<file path="src/rtl/axis_pkt_framer.sv">
// AXI-Stream framer: slices a sample flow into packets of cfg_len+1 words.
// Define AXIS_PKT_FRAMER_STATS_EN to build the stat_pkts/stat_short counters.
module axis_pkt_framer #(
  parameter int WIDTH    = 32,
  parameter int LEN_BITS = 5
) (
  input  logic                clk,
  input  logic                rst,
  input  logic [LEN_BITS-1:0] cfg_len,
  input  logic [WIDTH-1:0]    s_rx_tdata,
  input  logic                s_rx_tvalid,
  input  logic                s_rx_tlast,
  output logic                s_rx_tready,
  output logic [WIDTH-1:0]    m_tx_tdata,
  output logic                m_tx_tvalid,
  output logic                m_tx_tlast,
  input  logic                m_tx_tready,
  output logic                in_pkt,
  output logic [15:0]         stat_pkts,
  output logic [15:0]         stat_short
);

  logic [LEN_BITS-1:0] cnt;
  logic [LEN_BITS-1:0] len_q;
  logic [LEN_BITS-1:0] eff;
  logic                acc;
  logic                eop;

  assign s_rx_tready = !m_tx_tvalid || m_tx_tready;
  assign acc         = s_rx_tvalid && s_rx_tready;
  assign eff         = (cnt == '0) ? cfg_len : len_q;
  assign eop         = s_rx_tlast || (cnt == eff);

  always_ff @(posedge clk or posedge rst) begin
    if (rst) begin
      cnt         <= '0;
      len_q       <= '0;
      in_pkt      <= 1'b0;
      m_tx_tdata  <= '0;
      m_tx_tlast  <= 1'b0;
      m_tx_tvalid <= 1'b0;
    end else if (acc) begin
      m_tx_tdata  <= s_rx_tdata;
      m_tx_tlast  <= eop;
      m_tx_tvalid <= 1'b1;
      in_pkt      <= !eop;
      cnt         <= eop ? '0 : cnt + 1'b1;
      if (cnt == '0)
        len_q <= cfg_len;
    end else if (m_tx_tready) begin
      m_tx_tvalid <= 1'b0;
    end
  end

`ifdef AXIS_PKT_FRAMER_STATS_EN
  logic short_hit;

  // Exact-length tlast (cnt == eff) is a normal close, not short.
  assign short_hit = s_rx_tlast && (cnt < eff);

  always_ff @(posedge clk or posedge rst) begin
    if (rst) begin
      stat_pkts  <= '0;
      stat_short <= '0;
    end else if (acc && eop) begin
      stat_pkts <= stat_pkts + 16'd1;
      if (short_hit)
        stat_short <= stat_short + 16'd1;
    end
  end
`else
  assign stat_pkts  = '0;
  assign stat_short = '0;
`endif

endmodule

</file>
<file path="config.mk">
export PLATFORM = sky130hd
export DESIGN_NAME = axis_pkt_framer
export DESIGN_NICKNAME = d
export VERILOG_FILES = /design/src/rtl/axis_pkt_framer.sv
export SDC_FILE = /design/constraint.sdc
export NUM_CORES = 1
export LEC_CHECK = 0
export ABC_AREA = 1
export CORE_ASPECT_RATIO = 1.4
export CORE_MARGIN = 3
export CORE_UTILIZATION = 43
export CTS_BUF_LIST = sky130_fd_sc_hd__clkbuf_2
export CTS_CLUSTER_DIAMETER = 150
export DETAILED_ROUTE_END_ITERATION = 8
export PLACE_DENSITY = 0.85
export SLEW_MARGIN = 0
export SYNTH_ARGS = -nofsm -noshare
export SYNTH_HDL_FRONTEND = slang
export SYNTH_SLANG_ARGS = --single-unit
export TNS_END_PERCENT = 20
</file>
<file path="constraint.sdc">
create_clock -name clk -period 2.6 [get_ports clk]
set_input_delay 0.52 -clock clk [delete_from_list [all_inputs] [get_ports clk]]
set_output_delay 0.52 -clock clk [all_outputs]
set_load 0.05 [all_outputs]
</file>
# == Word-level counts from Yosys, hierarchy flattened ==
# Cells that the tools add are included.
# W data, S select, Z words.
# word_totals
input_bits,42
ff_bits,45
word_cells,19
output_inout_bits,68
# op_classes
n_mux,4
eq_ne,1
n_addsub,1
n_reduce_logical,7
# ops
operator,n
$mux W5,2
$add A5 B1 Y5 const B,1
$eq A5 B5 Y1,1
$logic_not A5 Y1,1
$logic_not A1 Y1,2
$logic_or A1 B1 Y1,2
$mux W1,2
$reduce_bool A2 Y1,1
$logic_and A1 B1 Y1,1

# == Depth between registers and ports, before layout ==
# depth
ltp_word,5
mapped_depth,14
ltp_nobuf,14

# == Worst setup path after synthesis ==
# OpenSTA, ideal clock, no wires.
# synth_path
kind,reg-to-reg
start,register m_tx_tvalid
end,register m_tx_tdata[0]
path_stages_with_launch,8
path_buffers,2
slack_ps,683
arrival_time_ps,1799
period_less_slack_ps,1917
cell_sequence,dfrtp_1 > nand2_1 > nand2_1 > inv_1 > buf_2 > buf_2 > nand2_1 > nand2_1
# synth_via
elab_chain_len,3
# synth_lines
item,line_no,source
start: declaration,15,"output logic m_tx_tvalid,"
start signal: assignment,41,m_tx_tvalid <= 1'b0;
start signal: assignment,45,m_tx_tvalid <= 1'b1;
start signal: assignment,51,m_tx_tvalid <= 1'b0;
$logic_not A1 Y1,29,assign s_rx_tready = !m_tx_tvalid || m_tx_tready;
$logic_or A1 B1 Y1,29,
net s_rx_tready,13,"output logic s_rx_tready,"
$logic_and A1 B1 Y1,30,assign acc = s_rx_tvalid && s_rx_tready;
end signal: assignment,43,m_tx_tdata <= s_rx_tdata;
end: declaration,14,"output logic [WIDTH-1:0] m_tx_tdata,"
# The timed path passes the listed nets, and every way through them passes these cells.
# A chain may end at the register's enable or synchronous reset.

# == Worst setup path after layout ==
# layout_path
start,register m_tx_tdata[15]
end,output m_tx_tdata[15]
# No word-level cell between the ends.

==> flow_summary.yaml <==
status:
  status: "complete, no violations"
floorplanning:
  rows: 30
  core_um2: 4920
  die_width_um: 66.8
  io_pins: 110
  floorplan.initialDensity: 0.452
  die_area_um2: 6080
  die_h_um: 91.1
clocking:
  cts_resized: 0
  ctsHtreeMaxLevel: 2
  cts_buffer_depth: 2
  path_clk_slew_ns: 0.23
  numCtsBuffers: 5
  cts-root-buf: "clkbuf_2"
  clk_latency_ns: 0.40
  cts_tree: "yes"
  post-cts-setup-buffers: 0
  hold_buffers: 0
  cts.sinks: 45
detailed_routing:
  dr.first_iter.drc_count: 70
  wl_per_cell_um: 11.7
  drt-total-wl_um: 4850
  antenna_left: 0
  num_vias: 1866
  drt-pass1-iter-count: 4
  drcViolationCount: 0
  vias_per_cell: 4.50
grt:
  grt_pass1_wl_um: 8140
  grt_antenna_before_repair: 0
  track_usage: 0.168
  grt_pass1_vias: 1881
  grt_remaining_overflow: 0
  grt_max_degree: 46
min_path:
  hold_path.class: "register to register"
setup_path:
  cp-end-kind: "output pin"
  critical_path_buf_inv_count: 1
  cp_max_fo: 2
  arrival_ns: 1.63
  path_cells: "clkdlybuf4s50_1"
  cpLargestDelayFamily: "buffers and inverters"
  crit_required_ns: 2.08
  cpPeakStageDelay_ns: 0.82
  worst-setup-path-type: "register to output pin"
  cp-start-kind: "register"
  crit_slowest_cell: "clkdlybuf4s50_1"
logic_synthesis:
  ys_seq_area_frac: 0.507
  yosysTopAreaCell: "dfrtp_1"
  synthCells: 271
  synth_top_area_frac: 0.507
  synth_seq_cells: 45
  synthDistinctLibCells: 24
  syn_area_um2: 2220
  synth.area.top_cells: "dfrtp_1 (51%), nand2_1 (21%), buf_4 (11%)"
  avgSynthCellArea_um2: 8.20
  yosysWarnings: 0
final_layout:
  mostFrequentLayoutCell: "nand2_1"
  multi_input_area_um2: 868
  antenna_cells: 0
  num-fill-cells: 413
  fin_nets: 394
  ff_latch_area_um2: 1130
  drive_gt1_frac: 0.0655
  mostFrequentLayoutCells: "nand2_1 (124), clkdlybuf4s50_1 (76), dfrtp_1 (45), conb_1 (32), inv_1 (16)"
  syn2layout_area_growth_pct: 35.7
  design_area_um2: 3020
pwr:
  p_leak_nw: 1.55
  ir_drop_mv: 0.425
  power_density_nw_per_um2: 769
placement:
  port_buffers: 77
  placed_area_um2: 2940
  gp_congestion: 0.809
  dpl.hpwl_um: 3720
sta:
  tightest_slew_ns: 0.543
  period_share: 0.827
  fin_skew_ns: 0.0189
  fin_tns_setup_ns: 0
  setup_viol: 0
  max_slew_margin: 0.638
  maxSlewViolCount: 0
  hold_violations: 0
  fin_crit_ns: 2.15
  max_freq_ghz: 0.465
  rsz0062_at_grt: "false"
run:
  max_cap_viol_count: 0
layer usage:
layer / vias to the layer above / share of wire / track usage
met5: - / 0 / 0
met4: 0 / 0.013 / 0.0492
met3: 7 / 0.077 / 0.0458
met2: 80 / 0.50 / 0.287
met1: 863 / 0.40 / 0.203
li1: 916 / - / -
cells by family (layout without fill, tap and decap cells):
family,Yosys count,count (layout),share of synthesized area
xor+xnor,3,3,0.0118
other cells,1,32,0.00169
fa+ha+maj,2,2,0.0113
simple gates,153,153,0.293
buf+inv,58,107,0.155
compound gates,9,9,0.0208
flops,45,45,0.507
where the power goes:
group          internal, W  switching (W)
combinational     0.000329       0.000704
sequential        0.000821      0.0000762
clock             0.000164       0.000225
metrics by stage:
stage	total power, W	cells	hold slack (ns)	setup WS (ns)	utilization
6_report	0.00232	415	0.511	0.449	0.613
3_3_place_gp	0.00193	407	0.462	0.674	0.599
3_5_place_dp	0.00195	407	0.466	0.623	0.599
2_1_floorplan	0.00167	302	0.453	0.683	-
5_1_grt	0.00246	415	0.536	0.339	0.613
4_1_cts	0.00234	415	0.515	0.411	0.613
cell type report:
| class | count | area share |
|---|---|---|
| inverters | 17 | 0.0212 |
| clock buffers | 5 | 0.00830 |
| clock inverters | 3 | 0.0154 |
| multi-input cells | 199 | 0.288 |
| repair buffers | 82 | 0.267 |
| flip-flops and latches | 45 | 0.373 |
| well taps | 64 | 0.0266 |
worst paths after layout:
| kind | from | end | slack (ns) | cells past startpoint |
|---|---|---|---|---|
| min in group asynchronous | rst | m_tx_tdata[16]$_DFFE_PP0P_ | 0.53 | 3 |
| min reg2reg | m_tx_tdata[27]$_DFFE_PP0P_ | m_tx_tdata[27]$_DFFE_PP0P_ | 0.51 | 2 |
| min | m_tx_tdata[27]$_DFFE_PP0P_ | m_tx_tdata[27]$_DFFE_PP0P_ | 0.51 | 2 |
| max reg2reg | cnt[0]$_DFFE_PP0P_ | cnt[4]$_DFFE_PP0P_ | 0.78 | 11 |
| max | m_tx_tdata[15]$_DFFE_PP0P_ | m_tx_tdata[15] | 0.45 | 1 |
| max in group asynchronous | rst | m_tx_tdata[28]$_DFFE_PP0P_ | 1.69 | 3 |
synthesized netlist by cell type (all sizes together):
cell type and instances:
nand4 3, nand3b 1, a31oi 1, o21ai 5, inv 17, nand3 15
xor2 3, ha 2, clkbuf 3, nor2 6, conb 1, nand2 128
dfrtp 45, a21oi 3, buf 38
registers in the layout, indices dropped and copies added (netlist names):
register	flops
m_tx_tlast	1
len_q	5
in_pkt	1
cnt	5
m_tx_tvalid	1
m_tx_tdata	32
Power figures use the tool's default switching activity.
